### src/rtl/halt_control_unit.sv
// Halt/resume sequencer: stops fetch, drains the pipe and freezes the core, then
// re-primes the IR on resume, optionally after a timed core reset.
module halt_control_unit #(
    parameter int DRAIN_CYCLES = 2,
    parameter int RESET_HOLD   = 4
) (
    input  logic HCU_Clk,
    input  logic HCU_Reset,
    input  logic HCU_Halt_Req,
    input  logic HCU_Resume_Req,
    input  logic HCU_Resume_Reset,
    output logic HCU_Insmem_Read,
    output logic HCU_Pc_En,
    output logic HCU_Ir_En,
    output logic HCU_RegFile_We_En,
    output logic HCU_Core_Reset_n,
    output logic HCU_Halted,
    output logic HCU_Busy
);

    typedef enum logic [2:0] {
        S_RUN    = 3'b000,
        S_STOP   = 3'b001,
        S_DRAIN  = 3'b010,
        S_HALTED = 3'b011,
        S_HOLD   = 3'b100,
        S_FEED   = 3'b101
    } state_t;

    localparam logic [3:0] DRAIN_LAST = 4'(DRAIN_CYCLES - 1);
    localparam logic [3:0] HOLD_LAST  = 4'(RESET_HOLD - 1);

    state_t     state;
    logic [3:0] cnt;
    logic [6:0] outs;

    always_ff @(posedge HCU_Clk) begin
        if (HCU_Reset) begin
            state <= S_HOLD;
            cnt   <= '0;
        end else begin
            case (state)
                S_RUN: begin
                    if (HCU_Halt_Req) begin
                        state <= S_STOP;
                        cnt   <= '0;
                    end
                end
                S_STOP: begin
                    cnt   <= '0;
                    state <= (DRAIN_CYCLES > 0) ? S_DRAIN : S_HALTED;
                end
                S_DRAIN: begin
                    if (cnt == DRAIN_LAST) begin
                        state <= S_HALTED;
                        cnt   <= '0;
                    end else begin
                        cnt <= cnt + 4'd1;
                    end
                end
                S_HALTED: begin
                    // A pending halt outranks a simultaneous resume
                    if (!HCU_Halt_Req && HCU_Resume_Req) begin
                        state <= HCU_Resume_Reset ? S_HOLD : S_FEED;
                        cnt   <= '0;
                    end
                end
                S_HOLD: begin
                    if (cnt == HOLD_LAST) begin
                        state <= S_FEED;
                        cnt   <= '0;
                    end else begin
                        cnt <= cnt + 4'd1;
                    end
                end
                S_FEED: begin
                    state <= S_RUN;
                    cnt   <= '0;
                end
                default: begin
                    state <= S_HOLD;
                    cnt   <= '0;
                end
            endcase
        end
    end

    // {Insmem_Read, Pc_En, Ir_En, RegFile_We_En, Core_Reset_n, Halted, Busy}
    always_comb begin
        outs = 7'b0000001;
        case (state)
            S_RUN:    outs = 7'b1111100;
            S_STOP:   outs = 7'b0011101;
            S_DRAIN:  outs = 7'b0001101;
            S_HALTED: outs = 7'b0000110;
            S_HOLD:   outs = 7'b0000001;
            S_FEED:   outs = 7'b1010101;
            default:  outs = 7'b0000001;
        endcase
    end

    assign {HCU_Insmem_Read, HCU_Pc_En, HCU_Ir_En, HCU_RegFile_We_En,
            HCU_Core_Reset_n, HCU_Halted, HCU_Busy} = outs;

endmodule

### config.mk
export PLATFORM = sky130hd
export DESIGN_NAME = halt_control_unit
export DESIGN_NICKNAME = d
export VERILOG_FILES = /design/src/rtl/halt_control_unit.sv
export SDC_FILE = /design/constraint.sdc
export NUM_CORES = 1
export LEC_CHECK = 0
export ABC_AREA = 1
export BUFFER_PORTS_ARGS = -buffer_cell sky130_fd_sc_hd__clkbuf_2
export CAP_MARGIN = 10
export CORE_AREA = 2 2 39 41
export CTS_BUF_LIST = sky130_fd_sc_hd__clkbuf_4 sky130_fd_sc_hd__clkbuf_8
export DETAILED_ROUTE_END_ITERATION = 8
export DIE_AREA = 0 0 41 43
export PLACE_DENSITY_LB_ADDON = 0.05
export SLEW_MARGIN = 40
export SYNTH_ARGS = -nofsm -noshare
export SYNTH_HDL_FRONTEND = slang
export SYNTH_SLANG_ARGS = --single-unit
### constraint.sdc
create_clock -name HCU_Clk -period 1.4 [get_ports HCU_Clk]
set_input_delay 0.14 -clock HCU_Clk [delete_from_list [all_inputs] [get_ports HCU_Clk]]
set_output_delay 0.14 -clock HCU_Clk [all_outputs]
set_load 0.01 [all_outputs]
---- After elaboration in Yosys (flattened, before gate mapping) ----
Index checks and enable logic that the tools add are counted.
storage, ports and cells
  flip-flop bits (word level) ............. 7
  input port bits ......................... 5
  output and inout port bits .............. 7
  logic and storage cells ................. 31
operators by class
  add/sub/neg operators ................... 1
  equality and inequality tests ........... 11
  muxes and demuxes ....................... 12
  reductions and logical operators ........ 5
operators by type and width
  kind                                            number
  one-hot mux 7 bit (5 select lines)              1
  one-hot mux 3 bit (6 select lines)              1
  two-way mux 4 bit                               4
  one-hot mux 4 bit (4 select lines)              1
  two-way mux 3 bit                               4
  != test 2 bit (second input constant)           4
  == test 3 x 2 -> 1 bit (second input constant)  2
  == test 3 bit (second input constant)           2
  adder 4 x 1 -> 4 bit (second input constant)    1
  == test 4 x 1 -> 1 bit (second input constant)  1
  == test 4 x 2 -> 1 bit (second input constant)  1
  AND reduction 4 bit                             1
  == test 3 x 1 -> 1 bit (second input constant)  1
  zero test 3 bit                                 1
  AND reduction 2 bit                             1
  logical AND 1 bit                               1
  zero test 1 bit                                 1
  two-way mux 1 bit                               1

---- Depth between registers and ports, before layout ----
Gate-level depths: netlist of run 1.
  word-level depth ........................ 4
  mapped depth ............................ 9
  gate-level depth less buffers ........... 9

---- Worst setup path after synthesis of run 1 ----
Ideal clock, no wire load.
  path kind ............................... reg-to-output
  from .................................... register state[1]
  to ...................................... output port HCU_Insmem_Read
  data arrival time ....................... 1.067 ns
  required time ........................... 1.260 ns
  slack ................................... 0.193 ns
  stages on the path, launching flop included .. 6
  buffers on the path ..................... 0
  cell sequence ........................... dfxtp_1 nor2_1 inv_1 nor2_1 inv_1 o21ai_0
between the ends
  word-level cells in the longest chain between the ends .. 2
RTL lines
  what                                         RTL line  text
  start: declaration                           33        state_t state;
  start signal: assignment                     51        state <= (DRAIN_CYCLES > 0) ? S_DRAIN : S_HALTED;
  start signal: assignment                     64        state <= HCU_Resume_Reset ? S_HOLD : S_FEED;
  == test 3 bit, or another cell as far along  91        case (state)
  one-hot mux 7 bit (5 select lines) (*)       91
  end: declaration                             12        output logic HCU_Insmem_Read,
Every way passes the cells marked *; elsewhere a longest branch is shown, timed or not.

---- Worst setup path after layout of run 1 ----
  from .................................... register state[0]
  to ...................................... output port HCU_RegFile_We_En
between the ends
  word-level cells in the longest chain between the ends .. 2
RTL lines
  what                                         RTL line  text
  == test 3 bit, or another cell as far along  91
  one-hot mux 7 bit (5 select lines) (*)       91
  end: declaration                             15        output logic HCU_RegFile_We_En,
Marks and branches as above.

==> results of run 1 <==
[power by group]
part | internal, µW | switching [µW] | leakage [µW] | total (µW)
sequential | 267 | 90.3 | 0.0000584 | 358
clock | 129 | 85.0 | 0.0000184 | 214
combinational | 312 | 378 | 0.000262 | 690
total | 709 | 553 | 0.000339 | 1260
[cells in the final DEF, fill, tap and decap left out]
cell / instances
a21oi_1: 3
buf_2: 1
buf_4: 4
clkbuf_2: 10
clkbuf_4: 4
dfxtp_1: 5
dfxtp_2: 1
dfxtp_4: 1
ha_1: 2
inv_1: 14
inv_2: 2
inv_4: 1
nand2_1: 16
nand2_2: 4
nand2_4: 1
nand3_1: 5
nand3_2: 2
nor2_1: 14
nor2_2: 1
nor2_4: 2
o21ai_0: 1
o21ai_1: 1
o21bai_1: 1
xnor2_1: 1
xor2_1: 1
[final cells by class]
class / instances / area share
tap: 16 / 0.0311
sequential: 7 / 0.225
inverter: 17 / 0.103
multi-input combinational: 55 / 0.462
timing repair buffer: 15 / 0.132
clock buffer: 4 / 0.0466
[worst max-delay path: cells and delay by family (launching register included)]
family,cells,cell delay (ns)
buffers and inverters,3,0.35
flip-flops,1,0.36
AND/OR/NAND/NOR,2,0.21
[metal layers]
metal | routed length, µm | global-route usage | part of all wire | up-vias
met5 | 0 | 0 | 0 | -
met4 | 43 | 0.140 | 0.044 | 0
met3 | 40 | 0.0157 | 0.041 | 5
met2 | 451 | 0.178 | 0.46 | 12
met1 | 439 | 0.182 | 0.45 | 209
li1 | - | - | - | 276
[cell families (layout without fill, tap and decap cells)]
family,count (synthesis),after routing,share of synthesized area
and+or+nand+nor,45,45,0.430
buffers and inverters,17,36,0.134
DFF,7,7,0.284
AOI/OAI and AO/OA,6,6,0.0658
adders and majority gates,2,2,0.0506
xor gates and xnor gates,2,2,0.0354
[synthesized netlist by cell type]
cell type	n	area, µm²
nand3_1	5	25.0
inv_2	1	3.75
nand2_4	1	11.3
nor2_1	16	60.1
nor2_4	1	11.3
o21bai_1	1	7.51
o21ai_0	2	10.0
inv_1	15	56.3
ha_1	2	25.0
nand2_2	4	25.0
xnor2_1	1	8.76
nand3_2	2	20.0
inv_4	1	6.26
a21oi_1	3	15.0
dfxtp_1	7	140
nand2_1	16	60.1
xor2_1	1	8.76
[worst paths after layout]
| check | startpoint | end | slack (ns) | depth (start not counted) |
|---|---|---|---|---|
| max reg2reg | state[0] | state[1] | 0.18 | 10 |
| max | state[0] | HCU_RegFile_We_En | 0.08 | 5 |
| min reg2reg | cnt[2] | cnt[2] | 0.56 | 3 |
| min | HCU_Reset | cnt[3] | 0.04 | 2 |
[per-stage QoR]
step / hold WS [ns] / setup WS, ns / std cells / power [µW]
detailed placement: 0.320 / 0.120 / 106 / 936
global placement: 0.318 / 0.119 / 106 / 941
floorplan: 0.212 / 0.193 / 79 / 770
global route: 0.0442 / -0.0124 / 114 / 1410
finish: 0.0441 / 0.0825 / 114 / 1260
CTS: 0.0412 / 0.0319 / 110 / 1190
[repair_timing]
item | CTS | global route
gates resized for setup | 5 | 4
buffers inserted | 0 | 4
hold endpoints to repair | 0 | 0
pin swaps | 0 | 2
setup endpoints to repair | 4 | 3
==> flow_summary.yaml, run 1 <==
critical_path:
  arrival_ns: 1.18
  slowest_delay_ns: 0.36
  cp-start-kind: "register"
  critPathRequiredTime_ns: 1.26
  critical_path.max_fanout: 5
  worstSetupPathType: "register to output port"
  cpMaxStageDelayCell: "dfxtp_4"
  crit_chain: "buf_4, nand2_2, inv_1, nor2_1, clkbuf_2"
  critPathCaptureType: "output port"
grt:
  grtUsageTotal: 0.138
  antenna_found_initial: 0
  grt_pass1_vias: 398
  grt_max_degree: 8
  grt_pass1_wl_um: 1600
  grt_overflow: 0
cts:
  root_buffer: "clkbuf_4"
  cts_tree: "done"
  clock-sinks: 7
  cts_max_level: 1
  cts_buffer_depth: 2
  cts_hold_buffers: 0
  cts_buffers: 3
  cts.clk_slew.worst_paths_ns: 0.06
  worstSkewPairLatency_ns: 0.26
timing:
  setup-tns-final_ns: 0
  timing.fmax_mhz: 759
  grt_setup_unrepaired: "true"
  setup_violations: 0
  tightest_slew_ns: 0.287
  final_max_slew_viol_count: 0
  hold_violations: 0
  min_period_ns: 1.32
  slew_headroom: 0.808
  fin_skew_ns: 0.00454
  post-route-period-util: 0.941
detailed_routing:
  routedWlPerCell_um: 8.54
  drc: 0
  drt-initial-drc-count: 3
  vias_per_cell: 4.40
  firstDrtPassIters: 3
  ant_nets: 0
  vias: 502
  wirelength_um: 974
placed_design:
  dp_hpwl_um: 777
  place.gp.congestion: 0.758
  numPortBuffers: 11
  placed_area_um2: 569
synth:
  yosysUniqueCellTypes: 17
  synth_cells: 79
  yosysWarningCount: 0
  synth_nets: 86
  ys_ff_latch: 7
  ys_seq_area_frac: 0.284
  netlist_area_um2: 494
  syn_area_per_cell_um2: 6.26
layout:
  diodes: 0
  multi_input_area_um2: 298
  fin_nets: 106
  final_area_um2: 644
  postLayoutCoreUtil: 0.466
  area.growth.synth_to_final_pct: 30.4
  drive_above_1_share: 0.347
  fillers: 152
  regArea_um2: 145
power:
  max-vdd-ir-drop_uv: 852
  powerDensity_nw_per_um2: 1960
  power.leakage_uw: 0.000339
die:
  die_x_um: 41
  chipHeight_um: 43
  start_util: 0.357
  rows: 14
  die_area_um2: 1760
  design.core.area_um2: 1380
  ios: 12
outcome:
  status: "finished clean"
flow_run:
  max_cap_violations: 0
min_path:
  hp-class: "input port to register"
Power figures use the tool's default switching activity.
==> inputs of run 2 (changes only) <==
Settings changed: ABC_AREA 1 to not set, CELL_PAD_IN_SITES_DETAIL_PLACEMENT set to 1, CELL_PAD_IN_SITES_GLOBAL_PLACEMENT set to 1.
==> flow_summary.yaml, run 2 <==
layout:
  fillers: 174
  final_common_cell: "buf_4"
  drive_above_1_share: 0.500
  area.growth.synth_to_final_pct: 57.0
  final_cell_mix: "buf_4, clkbuf_2, nor2_1"
  postLayoutCoreUtil: 0.538
  diodes: 0
  fin_nets: 92
detailed_routing:
  vias_per_cell: 5.11
  drt-initial-drc-count: 4
  ant_nets: 0
  firstDrtPassIters: 4
  vias: 511
  wirelength_um: 1420
  routedWlPerCell_um: 14.2
  drc: 0
critical_path:
  critPathRequiredTime_ns: 1.55
  cpMaxStageDelayCell: "or3b_4"
  cp-start-kind: "register"
  regToRegSetupSlack_ns: -0.28
  worstSetupPathType: "register to register"
  arrival_ns: 1.82
  critical_path.max_fanout: 4
  crit_chain: "inv_4, ha_4, or3b_4, a32oi_4, nor4b_2, a311o_1"
  slowest_delay_ns: 0.39
  critPathCaptureType: "register"
power:
  p_seq_frac: 0.252
  power.switching_uw: 606
  powerDensity_nw_per_um2: 2020
  swShare: 0.404
  pwr-share-clk: 0.144
  power.leakage_uw: 0.000311
  intPower_uw: 894
  p_comb_frac: 0.604
  max-vdd-ir-drop_uv: 988
timing:
  final_max_slew_viol_count: 0
  min_period_ns: 1.68
  setup_violations: 6
  fin_ws_ns: -0.277
  grt_setup_unrepaired: "true"
  tightest_slew_ns: 0.362
  fin_skew_ns: 0.00670
  hold_violations: 0
  post-route-period-util: 1.20
  slew_headroom: 0.758
  hold_ws_ns: 0.193
  timing.fmax_mhz: 596
outcome:
  status: "finished with violations"
  violations: "negative setup slack"
synth:
  syn_area_per_cell_um2: 7.90
  synth_cells: 60
  yosys.area.top_type: "dfxtp_1"
  netlist_area_um2: 474
  yosysTopAreaCellShare: 0.296
  yosysMostFrequentCell: "nor2_1"
  synth_commonest_cells: "nor2_1, dfxtp_1, inv_1, a21oi_1, o21ai_0"
  ys_seq_area_frac: 0.296
  synth-edff-count: 0
  yosysUniqueCellTypes: 27
  synth_nets: 67
  async_flop_share: 0
  synth.area.top_cells: "dfxtp_1, nor2_1, ha_1"
  ys_ff_latch: 7
  yosysWarningCount: 0
  synth_ff_type: "dfxtp_1"
die:
  ios: 12
  die_area_um2: 1760
  chipHeight_um: 43
  rows: 14
  design.core.area_um2: 1380
  die_x_um: 41
  start_util: 0.343
flow_run:
  max_cap_violations: 0
grt:
  grtUsageTotal: 0.199
  grt_pass1_vias: 520
  grt_overflow: 0
  antenna_found_initial: 0
  grt_pass1_wl_um: 2320
  grt_max_degree: 10
cts:
  clock-sinks: 7
  cts_tree: "done"
  root_buffer: "clkbuf_4"
  worstSkewPairLatency_ns: 0.26
  cts_max_level: 1
  cts_buffers: 3
  cts_buffer_depth: 2
  cts_hold_buffers: 0
  cts.clk_slew.worst_paths_ns: 0.06
placed_design:
  dp_hpwl_um: 964
  place.gp.congestion: 0.694
  numPortBuffers: 11
  place_ws_ns: -0.246
min_path:
  hp-class: "input port to register"
-- run 2: changes by cell type in the layout (fill, tap and decap cells not counted), moves of 3 or more --
| cell | previous run | this run |
|---|---|---|
| buf_4 | 4 | 12 |
| nand3_1 | 5 | 2 |
| nand2_1 | 16 | 2 |
| nand2_2 | 4 | 0 |
| inv_1 | 14 | 4 |
| o21ai_0 | 1 | 4 |
| nor2_1 | 14 | 9 |
-- run 2: layer usage --
layer	vias to the layer above	wire [µm]	GRT usage
li1	259	-	-
met1	238	603	0.214
met2	12	733	0.347
met3	2	48	0.0157
met4	0	33	0.120
met5	-	0	0
-- run 2: worst paths after layout --
path | from | endpoint | cells after the start
setup / recovery | cnt[1] | cnt[2] | 6
hold / removal | HCU_Reset | cnt[1] | 2
hold reg to reg | register | cnt[1] | 2
setup reg to reg | cnt[1] | cnt[2] | 6
-- run 2: logic make-up (layout without fill, tap and decap cells) --
kind of cell | count (synthesis) | in the layout | synth area share
and+or+nand+nor | 25 | 25 | 0.280
xor gates and xnor gates | 1 | 1 | 0.0185
AOI/OAI and AO/OA | 15 | 15 | 0.222
muxes | 1 | 1 | 0.0211
buffers and inverters | 9 | 33 | 0.111
adders and majority gates | 2 | 2 | 0.0528
DFF | 7 | 7 | 0.296
-- run 2: cell type report --
class	instances	area (µm²)	area share
multi-input combinational	44	365	0.491
timing repair buffer	24	156	0.210
sequential	7	151	0.203
clock buffer	4	30.0	0.0403
inverter	5	21.3	0.0286
tap	16	20.0	0.0269
-- run 2: through the flow --
| stage | TNS [ns] | power, µW | area, µm² | std cells |
|---|---|---|---|---|
| after floorplan | -0.319 | 728 | 479 | 60 |
| after global placement | -0.643 | 966 | 596 | 93 |
| after detailed placement | -0.805 | 977 | 596 | 93 |
| after CTS | -0.961 | 1390 | 712 | 99 |
| after global routing | -1.60 | 1620 | 744 | 100 |
| final | -0.990 | 1500 | 744 | 100 |
-- run 2: worst max-delay path: cells and delay by family, from the launching register on --
family                     cells  cell delay [ns]
buffers and inverters          1             0.06
and+or+nand+nor                2             0.47
DFF                            1             0.36
AOI/OAI and AO/OA              2             0.56
adders and majority gates      1             0.11
-- run 2: what timing repair did --
| item | CTS | global route |
|---|---|---|
| pin swaps | 4 | 0 |
| cloned | 0 | 0 |
| setup endpoints to repair | 9 | 10 |
| resized for setup | 15 | 5 |
| setup buffers | 2 | 1 |
-- run 2: power groups by stage --
stage	clock network [µW]	logic (µW)	registers, µW
floorplan	0	425	303
global placement	0	636	329
detailed placement	0	645	332
CTS	208	806	375
global route	231	995	392
finish	216	906	377
